### src/rtl/multdiv_ctrl_if.sv
// Bundle between the execute-stage sequencer, the X stage, the mul/div unit and writeback.
// The sequencer takes the slave side; the surrounding pipeline/environment takes master.
interface multdiv_ctrl_if;
  logic        flush;
  logic        in_valid;
  logic        in_is_div;
  logic [31:0] in_opA;
  logic [31:0] in_opB;
  logic [4:0]  in_rd;
  logic        ctrl_MULT;
  logic        ctrl_DIV;
  logic [31:0] md_operandA;
  logic [31:0] md_operandB;
  logic [31:0] md_result;
  logic        md_exception;
  logic        md_resultRDY;
  logic        stall;
  logic        wb_valid;
  logic [4:0]  wb_rd;
  logic [31:0] wb_data;

  modport slave (
    input  flush, in_valid, in_is_div, in_opA, in_opB, in_rd,
    input  md_result, md_exception, md_resultRDY,
    output ctrl_MULT, ctrl_DIV, md_operandA, md_operandB,
    output stall, wb_valid, wb_rd, wb_data
  );

  modport master (
    output flush, in_valid, in_is_div, in_opA, in_opB, in_rd,
    output md_result, md_exception, md_resultRDY,
    input  ctrl_MULT, ctrl_DIV, md_operandA, md_operandB,
    input  stall, wb_valid, wb_rd, wb_data
  );
endinterface

### src/rtl/multdiv_ctrl.sv
// Execute-stage sequencer for the iterative multiply/divide unit: latches one op, strobes
// the unit, stalls the pipeline until RDY or timeout, then issues a single writeback.
//
//   state   | meaning
//   S_IDLE  | waiting for a mul/div in X; stall follows in_valid
//   S_START | one-cycle start strobe to the unit; stale RDY ignored
//   S_BUSY  | counting cycles until RDY or timeout
//   S_DONE  | writeback cycle, pipeline released
module multdiv_ctrl #(
  parameter int TIMEOUT = 64,
  parameter int MUL_EXC = 4,
  parameter int DIV_EXC = 5
) (
  input  logic          clock,
  input  logic          rst_n,
  multdiv_ctrl_if.slave bus
);
  localparam int            CW       = $clog2(TIMEOUT + 1);
  localparam logic [CW-1:0] CNT_LAST = CW'(TIMEOUT - 1);
  localparam logic [4:0]    RSTATUS  = 5'd30;

  typedef enum logic [1:0] {
    S_IDLE  = 2'd0,
    S_START = 2'd1,
    S_BUSY  = 2'd2,
    S_DONE  = 2'd3
  } state_t;

  state_t        r_state;
  logic [CW-1:0] r_cnt;
  logic [31:0]   r_op_a;
  logic [31:0]   r_op_b;
  logic [4:0]    r_rd;
  logic          r_is_div;
  logic          r_stb_mul;
  logic          r_stb_div;
  logic          r_wb_valid;
  logic [4:0]    r_wb_rd;
  logic [31:0]   r_wb_data;

  logic [31:0]   w_exc_code;
  logic          w_stall;

  assign w_exc_code = r_is_div ? 32'(DIV_EXC) : 32'(MUL_EXC);

  always_ff @(posedge clock) begin
    if (!rst_n) begin
      r_state    <= S_IDLE;
      r_cnt      <= '0;
      r_op_a     <= '0;
      r_op_b     <= '0;
      r_rd       <= '0;
      r_is_div   <= 1'b0;
      r_stb_mul  <= 1'b0;
      r_stb_div  <= 1'b0;
      r_wb_valid <= 1'b0;
      r_wb_rd    <= '0;
      r_wb_data  <= '0;
    end else begin
      // Strobes and writeback are single-cycle; they are only set on entry to START/DONE.
      r_stb_mul  <= 1'b0;
      r_stb_div  <= 1'b0;
      r_wb_valid <= 1'b0;
      r_wb_rd    <= '0;
      r_wb_data  <= '0;

      if (bus.flush) begin
        r_state <= S_IDLE;
        r_cnt   <= '0;
      end else begin
        case (r_state)
          S_IDLE: begin
            if (bus.in_valid) begin
              r_op_a    <= bus.in_opA;
              r_op_b    <= bus.in_opB;
              r_rd      <= bus.in_rd;
              r_is_div  <= bus.in_is_div;
              r_stb_mul <= ~bus.in_is_div;
              r_stb_div <= bus.in_is_div;
              r_state   <= S_START;
            end
          end

          S_START: begin
            r_cnt   <= '0;
            r_state <= S_BUSY;
          end

          S_BUSY: begin
            r_cnt <= r_cnt + CW'(1);
            if (bus.md_resultRDY) begin
              r_state <= S_DONE;
              if (bus.md_exception) begin
                r_wb_valid <= 1'b1;
                r_wb_rd    <= RSTATUS;
                r_wb_data  <= w_exc_code;
              end else begin
                // A result aimed at r0 completes silently.
                r_wb_valid <= (r_rd != 5'd0);
                r_wb_rd    <= r_rd;
                r_wb_data  <= bus.md_result;
              end
            end else if (r_cnt == CNT_LAST) begin
              r_state    <= S_DONE;
              r_wb_valid <= 1'b1;
              r_wb_rd    <= RSTATUS;
              r_wb_data  <= w_exc_code;
            end
          end

          S_DONE: begin
            r_state <= S_IDLE;
          end

          default: begin
            r_state <= S_IDLE;
          end
        endcase
      end
    end
  end

  always_comb begin
    w_stall = 1'b1;
    case (r_state)
      S_IDLE:  w_stall = bus.in_valid;
      S_DONE:  w_stall = 1'b0;
      default: w_stall = 1'b1;
    endcase
  end

  // A flush in the strobe or writeback cycle must kill the pulse in that same cycle.
  assign bus.ctrl_MULT   = r_stb_mul & ~bus.flush;
  assign bus.ctrl_DIV    = r_stb_div & ~bus.flush;
  assign bus.wb_valid    = r_wb_valid & ~bus.flush;
  assign bus.wb_rd       = r_wb_rd;
  assign bus.wb_data     = r_wb_data;
  assign bus.md_operandA = r_op_a;
  assign bus.md_operandB = r_op_b;
  assign bus.stall       = w_stall;
endmodule

### src/flat_wrapper.sv
// flat-port wrapper written by rule: the top's interface ports become plain ports
module multdiv_ctrl_flat 
#(
  parameter int TIMEOUT = 64,
  parameter int MUL_EXC = 4,
  parameter int DIV_EXC = 5
)
  (clock, rst_n, bus_flush, bus_in_valid, bus_in_is_div, bus_in_opA, bus_in_opB, bus_in_rd, bus_md_result, bus_md_exception, bus_md_resultRDY, bus_ctrl_MULT, bus_ctrl_DIV, bus_md_operandA, bus_md_operandB, bus_stall, bus_wb_valid, bus_wb_rd, bus_wb_data);
  multdiv_ctrl_if bus_i ();
  input  logic clock;
  input  logic rst_n;
  input wire logic [$bits(bus_i.flush)-1:0] bus_flush;
  input wire logic [$bits(bus_i.in_valid)-1:0] bus_in_valid;
  input wire logic [$bits(bus_i.in_is_div)-1:0] bus_in_is_div;
  input wire logic [$bits(bus_i.in_opA)-1:0] bus_in_opA;
  input wire logic [$bits(bus_i.in_opB)-1:0] bus_in_opB;
  input wire logic [$bits(bus_i.in_rd)-1:0] bus_in_rd;
  input wire logic [$bits(bus_i.md_result)-1:0] bus_md_result;
  input wire logic [$bits(bus_i.md_exception)-1:0] bus_md_exception;
  input wire logic [$bits(bus_i.md_resultRDY)-1:0] bus_md_resultRDY;
  output wire logic [$bits(bus_i.ctrl_MULT)-1:0] bus_ctrl_MULT;
  output wire logic [$bits(bus_i.ctrl_DIV)-1:0] bus_ctrl_DIV;
  output wire logic [$bits(bus_i.md_operandA)-1:0] bus_md_operandA;
  output wire logic [$bits(bus_i.md_operandB)-1:0] bus_md_operandB;
  output wire logic [$bits(bus_i.stall)-1:0] bus_stall;
  output wire logic [$bits(bus_i.wb_valid)-1:0] bus_wb_valid;
  output wire logic [$bits(bus_i.wb_rd)-1:0] bus_wb_rd;
  output wire logic [$bits(bus_i.wb_data)-1:0] bus_wb_data;
  assign bus_i.flush = bus_flush;
  assign bus_i.in_valid = bus_in_valid;
  assign bus_i.in_is_div = bus_in_is_div;
  assign bus_i.in_opA = bus_in_opA;
  assign bus_i.in_opB = bus_in_opB;
  assign bus_i.in_rd = bus_in_rd;
  assign bus_i.md_result = bus_md_result;
  assign bus_i.md_exception = bus_md_exception;
  assign bus_i.md_resultRDY = bus_md_resultRDY;
  assign bus_ctrl_MULT = bus_i.ctrl_MULT;
  assign bus_ctrl_DIV = bus_i.ctrl_DIV;
  assign bus_md_operandA = bus_i.md_operandA;
  assign bus_md_operandB = bus_i.md_operandB;
  assign bus_stall = bus_i.stall;
  assign bus_wb_valid = bus_i.wb_valid;
  assign bus_wb_rd = bus_i.wb_rd;
  assign bus_wb_data = bus_i.wb_data;
  multdiv_ctrl #(.TIMEOUT(TIMEOUT), .MUL_EXC(MUL_EXC), .DIV_EXC(DIV_EXC)) u_core (.clock(clock), .rst_n(rst_n), .bus(bus_i));
endmodule
### config.mk
export PLATFORM = sky130hd
export DESIGN_NAME = multdiv_ctrl_flat
export DESIGN_NICKNAME = d
export VERILOG_FILES = /design/src/rtl/multdiv_ctrl_if.sv /design/src/rtl/multdiv_ctrl.sv /design/src/flat_wrapper.sv
export SDC_FILE = /design/constraint.sdc
export NUM_CORES = 1
export LEC_CHECK = 0
export BUFFER_PORTS_ARGS = -buffer_cell sky130_fd_sc_hd__buf_4
export CAP_MARGIN = 20
export CELL_PAD_IN_SITES_DETAIL_PLACEMENT = 0
export CELL_PAD_IN_SITES_GLOBAL_PLACEMENT = 2
export CORE_UTILIZATION = 27
export DETAILED_ROUTE_END_ITERATION = 10
export HOLD_SLACK_MARGIN = 0.06
export MAX_ROUTING_LAYER = met4
export PLACE_DENSITY_LB_ADDON = 0.1
export REMOVE_ABC_BUFFERS = 1
export SLEW_MARGIN = 10
export SYNTH_ARGS = -nofsm -noshare
export SYNTH_HDL_FRONTEND = slang
export SYNTH_SLANG_ARGS = --single-unit
### constraint.sdc
create_clock -name clock -period 2.95 [get_ports clock]
set_input_delay 0.1475 -clock clock [delete_from_list [all_inputs] [get_ports clock]]
set_output_delay 0.1475 -clock clock [all_outputs]
set_load 0.01 [all_outputs]
==> summary.txt, run 1 <==
Placement
  – Port Buffer Count: 212
  – Worst slack at placement: 1010 ps
  – Routability cong.: approximately 0.70
  – DP Area: 5990 um2
  – DP HPWL: 8430 um

Synth
  – Synthesized area per cell: between 9 and 10 um2
  – Post-synth EDFFs: 0
  – Syn Inst Count: 460
  – Yosys warns: 0
  – Post-synth top area cell: dfxtp_1
  – Synth async-reset ratio: 0%
  – Mapped cell area: between 4000 and 5000 um2
  – Most common cell in the netlist: nand2_1
  – Synth top area share: between 50% and 60%
  – Netlist cell types: 34
  – Sequential fraction of the synthesis area: approximately 56%
  – Yosys reg bits: ~120
  – Predominant post-synthesis flop cell: dfxtp_1
  – Most common library cells after synthesis: nand2_1, dfxtp_1, a21boi_1
  – Most area-consuming cells after synthesis: dfxtp_1, nand2_1, a21boi_1, and2_1, buf_6

Global routing
  – Total GRT Usage: 16.6%
  – First-pass GRT wire length: 20,200 um
  – Largest net degree at the start of global routing: 71
  – Initial antenna violation count: 0
  – Vias in the first global route: between 4,000 and 5,000
  – Gr ovfl total: 0

Timing
  – Slew Viols, Final: 0
  – Clock Skew: around 8.8 ps
  – TNS Setup: 0 ps
  – Rel. slew slack: 57.2%
  – Final period util: 63.3%
  – Final Hold Fails: 0
  – Fin crit period: 1870 ps
  – Min setup slack post-route: 1080 ps
  – Max Freq: around 0.54 GHz
  – Slew @ Worst Pin: approximately 640 ps
  – Final setup fails: 0
  – RSZ-0062 raised after global routing: no

Routing
  – Drt first pass iters: 4
  – Drt drc: 0
  – Vias/cell: 4.11
  – Routed WL: 12,700 um
  – 1st-iter DRT viols: 209
  – Via count: slightly above 4,000
  – Avg WL per Cell: approximately 13 um
  – Routed Antenna Nets: 0

Clocking
  – Clk root buf: clkbuf_16
  – Clock transition at path regs: approximately 60 ps
  – CTS tree: done
  – CTS buffer count: 17
  – Worst-Skew Late Latency: about 410 ps
  – Clock buffer depth: 2
  – Clk sinks: ~120
  – CTS H-tree depth: 4

Floorplan
  – I/O Pins: approximately 210
  – Die area: approximately 16,000 um2
  – Initial Utilization: 27.8%
  – # rows: 45
  – Die width: between 100 and 150 um
  – Chip height: 128 um
  – Core area: 15,300 um2

Setup path
  – Worst Path Arrival: 2210 ps
  – CP Launch Type: flip-flop
  – Required @ worst endpoint: approximately 3300 ps
  – CP max FO: 25
  – CP endpoint kind: flip-flop
  – Critical path class: reg -> reg

Finish
  – Fin nets: a little under 900
  – Area growth, synth to finish: 80.3%
  – Share of layout cells above drive strength 1: between 30% and 40%
  – Ant diodes: 0
  – Final instance area: between 7000 and 8000 um2

Run
  – Max-cap violations: 0

Run status
  – Status: finished, final reports clean

Pwr
  – LEAKAGE: 3.41 nW
  – Pwr/cell area: 578 nW/um2
  – Maximum VDD drop: 0.394 mV

Worst hold path
  – HP Class: in -> reg
==> timing repair <==
action / CTS / global route
resized for setup: 0 / 0
hold buffers: 103 / 0
setup buffers: 0 / 0
endpoints found under the hold margin: 104 / 0
==> cell families after synthesis <==
kind of cell | count (synthesis) | share of synthesized area (%)
adders and majority gates | 4 | 1.17
buffers and inverters | 32 | 5.05
xor gates and xnor gates | 3 | 0.617
and+or+nand+nor | 215 | 22.4
AOI/OAI and AO/OA | 87 | 14.8
DFF | 119 | 55.9
==> flip-flops by register name, summed over array words and instances (netlist names), 2 cells and up <==
signal and flops:
u_core.bus.wb_data 32, u_core.r_state 2, u_core.bus.md_operandB 32, u_core.bus.wb_rd 5, u_core.r_rd 5, u_core.r_cnt 7, u_core.bus.md_operandA 32
==> final timing paths <==
kind | startpoint | end | slack (ps) | cells past startpoint
worst min-delay path | rst_n | u_core.r_rd[0] | 80 | 2
worst min register to register | u_core.bus.md_operandA[9] | u_core.bus.md_operandA[9] | 450 | 2
worst max register to register | u_core.r_state[0] | u_core.bus.md_operandB[19] | 1080 | 7
worst max-delay path | u_core.r_state[0] | u_core.bus.md_operandB[19] | 1080 | 7
==> critical path, cell delays in order, from the launching register on <==
cell and delay [ps]:
dfxtp_1 320, inv_1 80, ha_1 200, nand2_1 140
nor2_4 520, buf_4 330, nand2_1 80, a21boi_1 120
==> power breakdown <==
part | internal, mW | switching (mW)
registers | 1.66 | 0.0259
clock network | 1.53 | 0.753
logic | 0.292 | 0.189
==> per-layer routing <==
| metal | track usage (%) | wire length (um) | up-vias | part of all wire, % |
|---|---|---|---|---|
| met5 | - | 0 | - | 0 |
| met4 | 6.85 | 137 | 0 | 1.1 |
| met3 | 4.40 | 642 | 9 | 5.1 |
| met2 | 27.5 | 6220 | 112 | 49 |
| met1 | 19.1 | 5680 | 1867 | 45 |
| li1 | - | - | 2109 | - |
==> cell usage in the layout, fill, tap and decap left out, types with 2 or more instances in the layout <==
| cell type | Yosys | final |
|---|---|---|
| a21boi_1 | 70 | 70 |
| a21oi_1 | 8 | 8 |
| and2_1 | 31 | 31 |
| buf_12 | 0 | 2 |
| buf_4 | 1 | 215 |
| bufinv_16 | 0 | 5 |
| clkbuf_16 | 0 | 17 |
| clkinv_4 | 0 | 2 |
| clkinvlp_4 | 0 | 5 |
| dfxtp_1 | 119 | 119 |
| dlygate4sd3_1 | 0 | 103 |
| ha_1 | 4 | 4 |
| inv_1 | 6 | 6 |
| inv_6 | 0 | 2 |
| nand2_1 | 146 | 146 |
| nand3b_1 | 2 | 2 |
| nand4_1 | 2 | 2 |
| nor2_1 | 15 | 15 |
| nor2b_1 | 5 | 5 |
| nor3_1 | 2 | 2 |
| o21ai_0 | 3 | 3 |
| or3_1 | 2 | 2 |
| xor2_1 | 3 | 3 |
==> metrics by stage <==
step / hold slack (ps) / utilization, % / std cells / power (mW)
final: 85.0 / 50.2 / 997 / 4.45
after global routing: 76.6 / 50.2 / 997 / 4.63
after CTS: 73.6 / 50.2 / 997 / 4.51
after detailed placement: 348 / 39.1 / 862 / 2.09
after global placement: 348 / 39.1 / 862 / 2.09
after floorplan: 227 / - / 434 / 1.85
==> area by class of cell <==
cell class / instances / area [um2]
well taps: 211 / 264
clock inverters: 14 / 223
inverters: 6 / 22.5
fillers: 1509 / 7630
multi-input cells: 309 / 1670
repair buffers: 320 / 2690
clock buffers: 18 / 439
flip-flops and latches: 119 / 2380
Power figures use the tool's default switching activity.
==> run 2: changes to the inputs <==
Settings changed: ABC_AREA from default to 1, CORE_UTILIZATION 27 to 24.
Clock period 2.95 ns to 1.95 ns, I/O delays scaled along.
==> run 2 against run 1 <==
Effect of this change:
- register-to-register slack got worse by 790 ps
- critical endpoint is now u_core.bus.wb_rd[3]
- clock power increased by 44%
- clock-buffer cell count increased by 4
==> summary.txt, run 2 <==
Timing
  – RSZ-0062 raised after global routing: no
  – Min setup slack post-route: 136 ps (-946 ps)
  – Final Hold Fails: 0 (unchanged)
  – Max Freq: around 0.55 GHz
  – Final setup fails: 0 (unchanged)
  – Fin crit period: about 1800 ps
  – Rel. slew slack: 56.9% (-0.31 points)
  – Final period util: roughly 93%
  – Slew @ Worst Pin: 646 ps (+6.23 ps)
  – Slew Viols, Final: 0 (unchanged)
  – Clock Skew: 7.05 ps (-1.78 ps)

Pwr
  – LEAKAGE: 3.69 nW (+8.3%)
  – P_int: 5.24 mW (+51%)
  – Switching share of power: 22.5% (+0.67 points)
  – Maximum VDD drop: 0.599 mV (+52%)
  – Comb power frac: 12.9% (+2.1 points)
  – Net switching power: 1.52 mW (+57%)
  – Pwr/cell area: 891 nW/um2 (+54%)
  – Clock power frac: 48.5% (-2.8 points)
  – Register share of total power: 38.6% (+0.7 points)
  – Overall Power: 6.76 mW (+52%)

Clocking
  – CTS tree: done
  – # Post-CTS Setup Buffers: 0 (unchanged)
  – Clock buffer depth: 2 (unchanged)
  – Clk sinks: 119 (unchanged)
  – Clock transition at path regs: 50 ps (about the same)
  – CTS buffer count: 17 (unchanged)
  – CTS H-tree depth: 4 (unchanged)
  – Worst-Skew Late Latency: 410 ps (about the same)
  – Clk root buf: clkbuf_16

Worst hold path
  – HP Class: in -> reg
  – Hold Path Sink: u_core.r_state[0]
  – Hold Path Stages: 5 (+3)
  – Hold path start: bus_md_resultRDY

Routing
  – Drt drc: 0 (unchanged)
  – Routed WL: 13,200 um (+3.8%)
  – Avg WL per Cell: 12.4 um (-2.2%)
  – Drt first pass iters: 4 (unchanged)
  – Routed Antenna Nets: 0 (unchanged)
  – 1st-iter DRT viols: 120 (-43%)
  – Vias/cell: 4.03 (-1.9%)
  – Via count: 4,263 (+4.1%)

Global routing
  – Total GRT Usage: 15.8% (-0.81 points)
  – First-pass GRT wire length: 20,900 um (+3.4%)
  – Initial antenna violation count: 1 (+1)
  – Vias in the first global route: 4,321 (+5.4%)
  – Largest net degree at the start of global routing: 75 (+5.6%)
  – Gr ovfl total: 0 (unchanged)

Finish
  – Share of layout cells above drive strength 1: 31.8% (-0.79 points)
  – Most frequent cells in the layout: buf_4, nor2_1, dfxtp_1, dlygate4sd3_1, o21ai_0
  – Area growth, synth to finish: 86.2%
  – Most common cell after layout, fill and taps aside: buf_4
  – Fin nets: 936 (+5.8%)
  – Final instance area: 7590 um2 (-1.2%)

Setup path
  – Required @ worst endpoint: 2280 ps (-1010 ps)
  – FF-to-FF path depth: 6 (-1)
  – Critical path class: in -> reg
  – Reg-to-reg startpoint: u_core.r_state[1]
  – R2R Setup Slk: 290 ps (-790 ps)
  – CP max FO: 7 (-72%)
  – Worst Path Arrival: 2150 ps (-60 ps)
  – CP Launch Type: input port
  – R2R Path End: u_core.r_is_div
  – CP endpoint kind: flip-flop

Floorplan
  – Die area: 17,500 um2 (+7.5%)
  – Die width: 132 um (+3.7%)
  – Initial Utilization: 24.6% (-3.2 points)
  – Chip height: 132 um (+3.7%)
  – Core area: 16,600 um2 (+8.3%)
  – # rows: 47 (+4.4%)
  – I/O Pins: 213 (unchanged)

Synth
  – Most common cell in the netlist: nor2_1
  – Most area-consuming cells after synthesis: dfxtp_1, nor2_1, o21ai_0, inv_1, a21oi_1
  – Yosys warns: 0 (unchanged)
  – Yosys reg bits: 119 (unchanged)
  – Synth top area share: 58.4% (+2.5 points)
  – Most common library cells after synthesis: nor2_1, dfxtp_1, o21ai_0
  – Post-synth EDFFs: 0 (unchanged)
  – Netlist cell types: 21 (-38%)
  – Synthesized area per cell: 8.10 um2 (-13%)
  – Synth async-reset ratio: 0% (unchanged)
  – Syn Inst Count: 503 (+9.3%)
  – Mapped cell area: 4080 um2 (-4.3%)
  – Post-synth top area cell: dfxtp_1
  – Predominant post-synthesis flop cell: dfxtp_1
  – Sequential fraction of the synthesis area: 58.4% (+2.5 points)

Placement
  – DP HPWL: 8570 um (+1.7%)
  – Port Buffer Count: 212 (unchanged)
  – Worst slack at placement: 359 ps (-653 ps)
  – DP Area: 5890 um2 (-1.6%)
  – Routability cong.: 0.744 (+6.2%)

Run
  – Max-cap violations: 0 (unchanged)

Run status
  – Status: finished, final reports clean
## run 2: cell types whose count changed in the layout (fill, tap and decap cells not counted), moves of 5 or more
cell,previous run,this run
o21ai_0,3,72
clkinvlp_4,5,0
inv_1,6,50
nand2_1,146,19
nor2b_1,5,0
nor2_2,1,11
a21boi_1,70,0
clkinv_2,0,6
nor2_1,15,168
a21oi_1,8,17
and2_1,31,0
dlygate4sd3_1,103,108
## run 2: worst max path at each step
stage / slack [ps] / start / end / cells after the start
finish: 140 / bus_flush / u_core.bus.wb_rd[3] / 8
global route: 20 / bus_flush / u_core.bus.wb_data[0] / 8
CTS: 110 / bus_flush / u_core.bus.wb_data[0] / 8
detailed placement: 360 / u_core.r_state[1] / u_core.r_rd[0] / 8
global placement: 390 / u_core.r_state[0] / u_core.bus.md_operandB[4] / 7
floorplan: -2150 / u_core.r_state[0] / u_core.r_is_div / 6
## run 2: critical path, stage by stage
cell,delay [ps]
dlygate4sd3_1,540
buf_4,170
nor2_4,130
dlygate4sd3_1,660
inv_2,60
nor2_2,110
nand2_1,190
a21oi_1,180
## run 2: final cells by class
| type | count | area (um2) |
|---|---|---|
| fill | 1660 | 8990 |
| timing repair buffer | 327 | 2750 |
| sequential | 119 | 2380 |
| multi-input combinational | 306 | 1370 |
| clock buffer | 22 | 464 |
| tap | 220 | 275 |
| inverter | 53 | 199 |
| clock inverter | 10 | 150 |
| antenna | 1 | 2.50 |
## run 2: kinds of logic (layout without fill, tap and decap cells)
kind of cell,Yosys count,count (layout),share of synthesized area (%)
AO/OA/AOI/OAI,92,92,11.5
other,0,1,0
buffers and inverters,78,412,8.20
adder cells (fa/ha/maj),4,4,1.23
flip-flops,119,119,58.4
AND/OR/NAND/NOR,210,210,20.6
## run 2: power groups by stage
stage / Sequential (mW) / Clock (mW) / Combinational, mW
after floorplan: 2.71 / 0 / 0.210
after global placement: 2.66 / 0 / 0.696
after detailed placement: 2.66 / 0 / 0.704
after CTS: 2.61 / 3.38 / 0.883
after global routing: 2.62 / 3.48 / 0.958
final: 2.61 / 3.28 / 0.873
## run 2: stage by stage
step | utilization, % | setup TNS [ps] | hold WS, ps | instances
after floorplan | - | -138270 | 170 | 478
after global placement | 35.5 | 0 | 285 | 917
after detailed placement | 35.5 | 0 | 289 | 917
after CTS | 45.8 | 0 | 106 | 1057
after global routing | 45.8 | 0 | 139 | 1058
final | 45.8 | 0 | 125 | 1058
## run 2: timing repair
item	in CTS	in global routing
hold endpoints to repair	109	0
hold buffers	108	0
resized for setup	0	0
## run 2: layer usage
layer | share of wire (%) | global-route usage [%] | vias to the layer above
li1 | - | - | 2206
met1 | 43 | 17.3 | 1913
met2 | 50 | 26.3 | 132
met3 | 5.4 | 5.00 | 12
met4 | 1.9 | 7.02 | 0
met5 | 0 | - | -
